File: config.mk
export PLATFORM = sky130hd
export DESIGN_NAME = hgc_mode_ctrl
export DESIGN_NICKNAME = d
export VERILOG_FILES = /design/src/rtl/hgc_pkg.sv /design/src/rtl/hgc_frame_blink.sv /design/src/rtl/hgc_mode_ctrl.sv
export SDC_FILE = /design/constraint.sdc
export NUM_CORES = 1
export LEC_CHECK = 0
export CAP_MARGIN = 20
export CELL_PAD_IN_SITES_DETAIL_PLACEMENT = 0
export CELL_PAD_IN_SITES_GLOBAL_PLACEMENT = 1
export CORE_ASPECT_RATIO = 0.8
export CORE_MARGIN = 2
export CORE_UTILIZATION = 30
export DETAILED_ROUTE_END_ITERATION = 16
export PLACE_DENSITY_LB_ADDON = 0.1
export SLEW_MARGIN = 10
export SYNTH_ARGS = -nofsm -noshare
export SYNTH_HDL_FRONTEND = slang
export SYNTH_SLANG_ARGS = --single-unit
File: constraint.sdc
create_clock -name clk -period 2.05 [get_ports clk]
set_input_delay 0.41 -clock clk [delete_from_list [all_inputs] [get_ports clk]]
set_output_delay 0.41 -clock clk [all_outputs]
set_load 0.005 [all_outputs]
File: src/rtl/hgc_pkg.sv
// Shared register map, reset constants and offset decode for the Hercules-class mode controller.
package hgc_pkg;

    localparam logic [3:0] CTRL_OFS     = 4'h8;
    localparam logic [3:0] STATUS_OFS   = 4'hA;
    localparam logic [3:0] LPEN_CLR_OFS = 4'hB;
    localparam logic [3:0] CFG_OFS      = 4'hF;

    localparam logic [7:0] CTRL_RST       = 8'h28;
    localparam int         CTRL_GRPH_BIT  = 1;
    localparam int         CTRL_VIDEO_BIT = 3;
    localparam int         CTRL_BLINK_BIT = 5;

    // Bits [6:4] of the status word always read as ones.
    localparam logic [2:0] STATUS_ONES = 3'b111;

    typedef enum logic [2:0] {
        REG_NONE,
        REG_CTRL,
        REG_STATUS,
        REG_LPEN_CLR,
        REG_CFG
    } reg_sel_e;

    function automatic reg_sel_e decode_ofs(input logic [3:0] ofs);
        reg_sel_e sel;
        sel = REG_NONE;
        case (ofs)
            CTRL_OFS:     sel = REG_CTRL;
            STATUS_OFS:   sel = REG_STATUS;
            LPEN_CLR_OFS: sel = REG_LPEN_CLR;
            CFG_OFS:      sel = REG_CFG;
            default:      sel = REG_NONE;
        endcase
        return sel;
    endfunction

endpackage

File: src/rtl/hgc_frame_blink.sv
// Frame-locked blink divider: toggles blink_q once every N vsync rising edges.
module hgc_frame_blink
    import hgc_pkg::*;
#(
    parameter int N = 8
) (
    input  logic clk,
    input  logic reset_l,
    input  logic vsync_edge,
    output logic blink_q
);

    localparam int           W  = $clog2(N + 1);
    localparam logic [W-1:0] TC = W'(N - 1);

    logic [W-1:0] r_cnt;
    logic         r_blink;

    always_ff @(posedge clk or negedge reset_l) begin
        if (!reset_l) begin
            r_cnt   <= '0;
            r_blink <= 1'b0;
        end else if (vsync_edge) begin
            if (r_cnt == TC) begin
                r_cnt   <= '0;
                r_blink <= ~r_blink;
            end else begin
                r_cnt <= r_cnt + W'(1);
            end
        end
    end

    assign blink_q = r_blink;

endmodule

File: src/rtl/hgc_mode_ctrl.sv
// ISA register front end: I/O decode, mode/config registers, status read-back,
// light-pen latch and vsync-locked cursor/character blink.
module hgc_mode_ctrl
    import hgc_pkg::*;
#(
    parameter logic [15:0] IO_BASE_ADDR  = 16'h3B0,
    parameter int          PAGE_BITS     = 1,
    parameter int          CURSOR_FRAMES = 8,
    parameter int          CHAR_FRAMES   = 16
) (
    input  logic                 clk,
    input  logic                 reset_l,
    input  logic [14:0]          bus_a,
    input  logic                 bus_ior_l,
    input  logic                 bus_iow_l,
    input  logic                 bus_aen,
    input  logic [7:0]           bus_d,
    output logic [7:0]           bus_out,
    output logic                 bus_dir,
    input  logic                 hercules_hw,
    output logic                 crtc_cs,
    input  logic [7:0]           crtc_dout,
    input  logic                 vsync,
    input  logic                 hsync_in,
    input  logic                 video,
    input  logic                 lpen_strobe,
    output logic                 grph_mode,
    output logic [PAGE_BITS-1:0] grph_page,
    output logic                 video_enabled,
    output logic                 blink_enabled,
    output logic                 hsync,
    output logic                 cursor_blink,
    output logic                 char_blink
);

    logic                 w_dec_en;
    logic                 w_base_hit;
    reg_sel_e             w_reg_sel;
    logic                 w_status_cs;
    logic                 w_crtc_rd;
    logic                 w_wr_pulse;
    logic                 w_wr_ctrl;
    logic                 w_wr_cfg;
    logic                 w_wr_lpen_clr;
    logic [PAGE_BITS-1:0] w_req;
    logic [PAGE_BITS-1:0] w_max_page;
    logic                 w_lpen_rise;
    logic                 w_vsync_edge;
    logic [7:0]           w_status;
    logic                 w_unused;

    logic                 r_iow_s1, r_iow_s2, r_iow_s3;
    logic [1:0]           r_iow_vld;
    logic                 r_iow_armed;
    logic                 r_lpen_s1, r_lpen_s2, r_lpen_s3;
    logic                 r_lpen_latch;
    logic                 r_vsync_q;
    logic [PAGE_BITS:0]   r_cfg;
    logic                 r_grph_mode;
    logic [PAGE_BITS-1:0] r_grph_page;
    logic                 r_video_en;
    logic                 r_blink_en;

    assign w_dec_en   = hercules_hw & ~bus_aen;
    assign w_base_hit = (bus_a[14:4] == IO_BASE_ADDR[14:4]);
    assign crtc_cs    = w_dec_en & (bus_a[14:3] == IO_BASE_ADDR[14:3]);
    assign w_reg_sel  = (w_dec_en & w_base_hit) ? decode_ofs(bus_a[3:0]) : REG_NONE;
    assign w_status_cs = (w_reg_sel == REG_STATUS);
    assign w_crtc_rd   = crtc_cs & bus_a[0];

    // The sync chain resets to "idle high", so a strobe already low at reset
    // release would look like a fresh fall; the write path only arms once
    // the synchronised strobe has genuinely been seen high.
    always_ff @(posedge clk or negedge reset_l) begin
        if (!reset_l) begin
            r_iow_s1    <= 1'b1;
            r_iow_s2    <= 1'b1;
            r_iow_s3    <= 1'b1;
            r_iow_vld   <= 2'b00;
            r_iow_armed <= 1'b0;
        end else begin
            r_iow_s1    <= bus_iow_l;
            r_iow_s2    <= r_iow_s1;
            r_iow_s3    <= r_iow_s2;
            r_iow_vld   <= {r_iow_vld[0], 1'b1};
            r_iow_armed <= r_iow_armed | (r_iow_vld[1] & r_iow_s2);
        end
    end

    assign w_wr_pulse    = r_iow_armed & r_iow_s3 & ~r_iow_s2;
    assign w_wr_ctrl     = w_wr_pulse & (w_reg_sel == REG_CTRL);
    assign w_wr_cfg      = w_wr_pulse & (w_reg_sel == REG_CFG);
    assign w_wr_lpen_clr = w_wr_pulse & (w_reg_sel == REG_LPEN_CLR);

    assign w_req      = bus_d[7 -: PAGE_BITS];
    assign w_max_page = r_cfg[PAGE_BITS:1];

    // Page clamp is evaluated only here; a later cfg write leaves mode/page alone.
    always_ff @(posedge clk or negedge reset_l) begin
        if (!reset_l) begin
            r_cfg       <= '0;
            r_grph_mode <= CTRL_RST[CTRL_GRPH_BIT];
            r_grph_page <= '0;
            r_video_en  <= CTRL_RST[CTRL_VIDEO_BIT];
            r_blink_en  <= CTRL_RST[CTRL_BLINK_BIT];
        end else begin
            if (w_wr_cfg) begin
                r_cfg <= bus_d[PAGE_BITS:0];
            end
            if (w_wr_ctrl) begin
                r_grph_mode <= bus_d[CTRL_GRPH_BIT] & r_cfg[0];
                r_grph_page <= (w_req > w_max_page) ? '0 : w_req;
                r_video_en  <= bus_d[CTRL_VIDEO_BIT];
                r_blink_en  <= bus_d[CTRL_BLINK_BIT];
            end
        end
    end

    always_ff @(posedge clk or negedge reset_l) begin
        if (!reset_l) begin
            r_lpen_s1    <= 1'b0;
            r_lpen_s2    <= 1'b0;
            r_lpen_s3    <= 1'b0;
            r_lpen_latch <= 1'b0;
            r_vsync_q    <= 1'b0;
        end else begin
            r_lpen_s1 <= lpen_strobe;
            r_lpen_s2 <= r_lpen_s1;
            r_lpen_s3 <= r_lpen_s2;
            r_vsync_q <= vsync;
            if (w_lpen_rise) begin
                r_lpen_latch <= 1'b1;
            end else if (w_wr_lpen_clr) begin
                r_lpen_latch <= 1'b0;
            end
        end
    end

    assign w_lpen_rise  = r_lpen_s2 & ~r_lpen_s3;
    assign w_vsync_edge = vsync & ~r_vsync_q;

    hgc_frame_blink #(.N(CURSOR_FRAMES)) u_cursor_blink (
        .clk        (clk),
        .reset_l    (reset_l),
        .vsync_edge (w_vsync_edge),
        .blink_q    (cursor_blink)
    );

    hgc_frame_blink #(.N(CHAR_FRAMES)) u_char_blink (
        .clk        (clk),
        .reset_l    (reset_l),
        .vsync_edge (w_vsync_edge),
        .blink_q    (char_blink)
    );

    assign w_status = {~vsync, STATUS_ONES, video, 1'b0, r_lpen_latch, hsync_in};

    always_comb begin
        bus_out = 8'h00;
        if (w_status_cs) begin
            bus_out = w_status;
        end else if (w_crtc_rd) begin
            bus_out = crtc_dout;
        end
    end

    assign bus_dir = (w_status_cs | w_crtc_rd) & ~bus_ior_l;

    assign grph_mode     = r_grph_mode;
    assign grph_page     = r_grph_page;
    assign video_enabled = r_video_en;
    assign blink_enabled = r_blink_en;
    assign hsync         = hsync_in & r_video_en;

    // Data bits with no register behind them.
    assign w_unused = &{1'b0, bus_d};

endmodule

## Yosys cells after proc, flatten, opt, wreduce, memory -nomap -nowiden

Index checks and enable logic that the tools add are counted.

- Register bits: 28
- Output and inout port bits: 17

- $add $sub $neg: 2
- Eq/ne operators: 12
- Reductions and logical operators: 3
- Muxes and demuxes: 9
- Magnitude comparators: 1
- Bitwise gates (word level): 25

Operators with widths:

| kind | count |
|---|---|
| 4-bit == test, second input constant | 4 |
| 8-bit 2-to-1 mux | 2 |
| 1-bit bitwise AND | 15 |
| 12-bit by 7-bit == test with 1-bit output, second input constant | 1 |
| 3-bit case mux with 4 select lines | 1 |
| 11-bit by 6-bit == test with 1-bit output, second input constant | 1 |
| 1-bit NOT | 8 |
| 3-bit by 2-bit == test with 1-bit output, second input constant | 2 |
| 5-bit by 1-bit adder with 5-bit output, second input constant | 1 |
| 5-bit by 4-bit == test with 1-bit output, second input constant | 1 |
| 5-bit 2-to-1 mux | 1 |
| 4-bit by 1-bit adder with 4-bit output, second input constant | 1 |
| 4-bit by 3-bit == test with 1-bit output, second input constant | 1 |
| 4-bit 2-to-1 mux | 1 |
| 2-bit AND reduction | 2 |
| 3-bit by 1-bit == test with 1-bit output, second input constant | 1 |
| 3-bit == test, second input constant | 1 |
| 1-bit 2-to-1 mux | 3 |
| 3-bit 2-to-1 mux | 1 |
| 1-bit bitwise OR | 2 |
| 2-bit nonzero test | 1 |
| 1-bit greater-than comparator | 1 |

## Logic depth before layout (Yosys ltp)

Gate-level depths: netlist of run 1.

- Word-level depth: 8
- Gate-level depth with buffers: 5
- Depth with buffers taken out: 5

## Hierarchy

Synthesis of run 1 repeated with hierarchy kept, for this count alone.

- Cells, all modules: 112
- Area, all modules: 1286.2 µm²

By module, submodules not included:

| module | cells each | sequential area each (µm²) | times used | area each (µm²) |
|---|---|---|---|---|
| hgc_mode_ctrl | 71 | 431.7 | 1 | 793.3 |
| hgc_frame_blink (u_char_blink) | 23 | 150.1 | 1 | 266.5 |
| hgc_frame_blink (u_cursor_blink) | 18 | 125.1 | 1 | 226.5 |

## Worst setup path after synthesis of run 1

OpenSTA, ideal clock, no wires.

- Path type: input-to-output
- Start point: input port bus_a[14]
- End point: output port bus_dir
- Stages on the path: 4
- Arrival time: 1266 ps
- Setup slack: 374 ps
- Path buffers: 1
- Cells stage by stage: and4bb_1 -> nand4_2 -> clkbuf_1 -> nor3_1

- Word-level cells in the longest chain between the ends: 6
- Elaborated cells between the ends (all ways): 9

Ends and longest elaborated chain:

| what | line | source |
|---|---|---|
| from (decl) | hgc_mode_ctrl.sv:13 | `input logic [14:0] bus_a,` |
| 11-bit by 6-bit == test with 1-bit output | hgc_mode_ctrl.sv:65 | `assign w_base_hit = (bus_a[14:4] == IO_BASE_ADDR[14:4]);` |
| 1-bit bitwise AND | hgc_mode_ctrl.sv:67 | `assign w_reg_sel = (w_dec_en & w_base_hit) ? decode_ofs(bus_a[3:0]) : REG_NONE;` |
| 3-bit 2-to-1 mux | hgc_mode_ctrl.sv:67 |  |
| 3-bit by 2-bit == test with 1-bit output | hgc_mode_ctrl.sv:68 | `assign w_status_cs = (w_reg_sel == REG_STATUS);` |
| 1-bit bitwise OR (*) | hgc_mode_ctrl.sv:167 | `assign bus_dir = (w_status_cs \| w_crtc_rd) & ~bus_ior_l;` |
| 1-bit bitwise AND (*) | hgc_mode_ctrl.sv:167 |  |
| to (decl) | hgc_mode_ctrl.sv:19 | `output logic bus_dir,` |

Mark *: on every way between the ends. The rest lies on a longest branch, timed or not.

## Final worst setup path of run 1

- Start point: input port bus_a[7]
- End point: output port bus_out[1]

- Word-level cells in the longest chain between the ends: 5
- Elaborated cells between the ends (all ways): 9

Ends and longest elaborated chain:

| what | line | source |
|---|---|---|
| 11-bit by 6-bit == test with 1-bit output or 12-bit by 7-bit == test with 1-bit output (tied branches) | hgc_mode_ctrl.sv:65, hgc_mode_ctrl.sv:66 |  |
| 1-bit bitwise AND, on equally long branches | hgc_mode_ctrl.sv:67, hgc_mode_ctrl.sv:66 |  |
| 3-bit 2-to-1 mux or 1-bit bitwise AND (tied branches) | hgc_mode_ctrl.sv:67, hgc_mode_ctrl.sv:69 |  |
| 3-bit by 2-bit == test with 1-bit output or 8-bit 2-to-1 mux (tied branches) | hgc_mode_ctrl.sv:68, hgc_mode_ctrl.sv:162 |  |
| 8-bit 2-to-1 mux (*) | hgc_mode_ctrl.sv:160 | `if (w_status_cs) begin` |
| to (decl) | hgc_mode_ctrl.sv:18 | `output logic [7:0] bus_out,` |

Marks and branches as above.

==> impl_metrics.yaml, run 1 <==
run_status:
  status: "completed"
yosys:
  postSynthCellCount: 120
  synth-async-reset-ratio: 1.00
  ys_types: 31
  yosysWarnings: 0
  syn_nets: 163
  synth_seq_area_share: 0.557
  ys_ff_latch: 28
  avgSynthCellArea_um2: 10.6
  ys.flop_type: "dfrtp_1"
  synth_edf_count: 0
  netlist_area_mm2: 0.00127
finish:
  diodes: 0
  num-nets-final: 237
  drive_gt1_frac: 0.301
  area_growth_pct: 64.1
  postLayoutCoreUtil: 0.505
  fin_cells: 250
  fin_area_mm2: 0.00208
drt:
  drc_errors: 0
  via_per_inst: 4.42
  num_vias: 1104
  route.detailed.wl_per_inst_um: 12.2
  wl_um: 3060
  ant_nets: 0
  firstDrtPassIters: 4
  first_iter_violations: 27
cts:
  clk_pin_slew_worst_paths_ns: 0.09
  ctsHoldBuffers: 0
  cts_buffers: 3
  cts_num_sinks: 28
  clock_latency_ns: 0.27
  htreeDepth: 1
  cts_root_buf: "clkbuf_8"
  clock_path_buffers: 2
  tritoncts: "done"
placement:
  numPortBuffers: 54
  place_hpwl_um: 2260
  dp_cells: 242
  gp_congestion: 0.818
  place_area_mm2: 0.00197
pwr:
  power.density_mw_per_mm2: 622
  ir_drop_v: 0.000336
  power.leakage_nw: 0.951
  p_total_mw: 1.29
die:
  dieArea_mm2: 0.00477
  start_util: 0.308
  die_h_um: 62.2
  core-area_mm2: 0.00413
  core.rowCount: 21
  num_io_pins: 58
  fp.dieW_um: 76.7
critical_path:
  rr_worst_depth: 5
  cp_data_required_time_ns: 1.64
  rrSetupSlack_ns: 0.30
  endpoint: "bus_out[1]"
  crit_fanout: 5
  worstSetupStartpointType: "primary input"
  rr_endpoint: "r_cfg[1]"
  crit_start: "bus_a[7]"
  crit_path_end_kind: "primary output"
  critPathKind: "primary input to primary output"
  worst_r2r_startpoint: "r_iow_s3"
  crit_arrival_ns: 1.58
global_route:
  grt_pass1_vias: 1081
  grt_start_max_net_pins: 29
  antenna_found_initial: 0
  grt_first_pass_wirelength_um: 5240
  grt_util_all_layers: 0.137
  grt_overflow: 0
sta:
  finalSetupTns_ns: 0
  setup_viol: 0
  finalCritPeriodShare: 0.973
  clock.fmax_mhz: 501
  final_hold_viol_count: 0
  rsz0062_at_grt: "yes"
  slew_violations: 0
  fin_worst_skew_ns: 0.00379
  fin_crit_ns: 1.99
hold_path:
  min_delay_path_depth: 0
  hold_class: "register to register"
flow_run:
  maxCapViolCount: 0
cell families (layout without fill, tap and decap cells):
kind of cell,Yosys count,in the layout,share of synthesized area
AND/OR/NAND/NOR,54,54,0.221
other,1,1,0.00296
flip-flops,28,28,0.557
buffers and inverters,8,81,0.0237
AO/OA/AOI/OAI,17,17,0.0907
XOR/XNOR,4,4,0.0276
adder cells (fa/ha/maj),2,2,0.0197
multiplexers,6,6,0.0572
critical path, stage by stage:
cell             delay [ns]
clkdlybuf4s50_1        0.45
nor2b_4                0.15
nand4_4                0.11
buf_6                  0.15
buf_6                  0.12
nor2_2                 0.08
buf_2                  0.11
Yosys cell counts (all sizes together), types with 2 or more instances:
| master | number | area (um^2) |
|---|---|---|
| a21o | 4 | 30.0 |
| a21oi | 3 | 15.0 |
| a22oi | 4 | 30.0 |
| and2 | 2 | 12.5 |
| clkbuf | 3 | 11.3 |
| dfrtp | 23 | 576 |
| dfstp | 5 | 131 |
| ha | 2 | 25.0 |
| inv | 5 | 18.8 |
| mux2 | 4 | 52.6 |
| mux2i | 2 | 20.0 |
| nand2 | 22 | 82.6 |
| nand2b | 2 | 12.5 |
| nand4 | 3 | 25.0 |
| nor2 | 11 | 41.3 |
| nor2b | 3 | 18.8 |
| nor3 | 6 | 30.0 |
| o21ai | 3 | 15.0 |
| xnor2 | 3 | 26.3 |
what timing repair did:
action / CTS / global route
gates cloned: 0 / 0
pin swaps: 5 / 3
buffers inserted: 4 / 1
endpoints found under the setup margin: 10 / 14
gates resized for setup: 66 / 12
layout by cell type (no fill, tap or decap), drive strengths merged, types with 5 or more instances in the layout:
cell           count
nor3               6
nor2              11
dlygate4sd2       12
dfstp              5
clkdlybuf4s50     30
buf               28
nand2             22
inv                5
dfrtp             23
report_power, final:
| group | switching [mW] | total, mW | internal [mW] |
|---|---|---|---|
| logic | 0.111 | 0.270 | 0.159 |
| registers | 0.0796 | 0.725 | 0.646 |
| clock network | 0.160 | 0.299 | 0.139 |
metal layers:
metal / track usage / share of wire / vias up
met3: 0.0349 / 0.10 / 4
met1: 0.204 / 0.50 / 503
li1: - / - / 552
met5: 0 / 0 / -
met4: 0.0545 / 0.013 / 0
met2: 0.190 / 0.39 / 45
cell type report:
type	instances	area (um^2)
clock buffers	4	45.0
inverters	5	18.8
fillers	400	2040
multi-input cells	84	609
well taps	57	71.3
repair buffers	72	631
flip-flops and latches	28	707
worst min path at each step:
stage,start,to,slack (ns)
2_1_floorplan,reset_l,grph_mode,0.11
3_3_place_gp,r_iow_vld[0],r_iow_vld[1],0.33
3_5_place_dp,r_iow_vld[0],r_iow_vld[1],0.33
4_1_cts,r_iow_vld[0],r_iow_vld[1],0.36
5_1_grt,r_iow_s1,r_iow_s2,0.37
6_report,r_iow_vld[0],r_iow_vld[1],0.35
registers in the layout, summed over array words and instances, names as in the netlist, 2 cells and up:
| signal | count |
|---|---|
| r_cfg | 2 |
| r_iow_vld | 2 |
| u_char_blink.r_cnt | 5 |
| u_cursor_blink.r_cnt | 4 |
per-stage QoR:
stage	hold slack, ns	setup slack, ns
2_1_floorplan	0.114	0.374
3_3_place_gp	0.335	-0.493
3_5_place_dp	0.335	-0.484
4_1_cts	0.356	0.00950
5_1_grt	0.373	-0.0242
6_report	0.354	0.0552
Note: power is estimated with default switching activity, not from simulation.
==> inputs of run 2 (changes only) <==
--- a/config.mk
+++ b/config.mk
@@ -5,6 +5,7 @@
 export SDC_FILE = /design/constraint.sdc
 export NUM_CORES = 1
 export LEC_CHECK = 0
+export ABC_AREA = 0
 export CAP_MARGIN = 20
 export CELL_PAD_IN_SITES_DETAIL_PLACEMENT = 0
 export CELL_PAD_IN_SITES_GLOBAL_PLACEMENT = 1
==> results of run 2 <==
The final DEF is identical to that of run 1; final timing and power are the same.
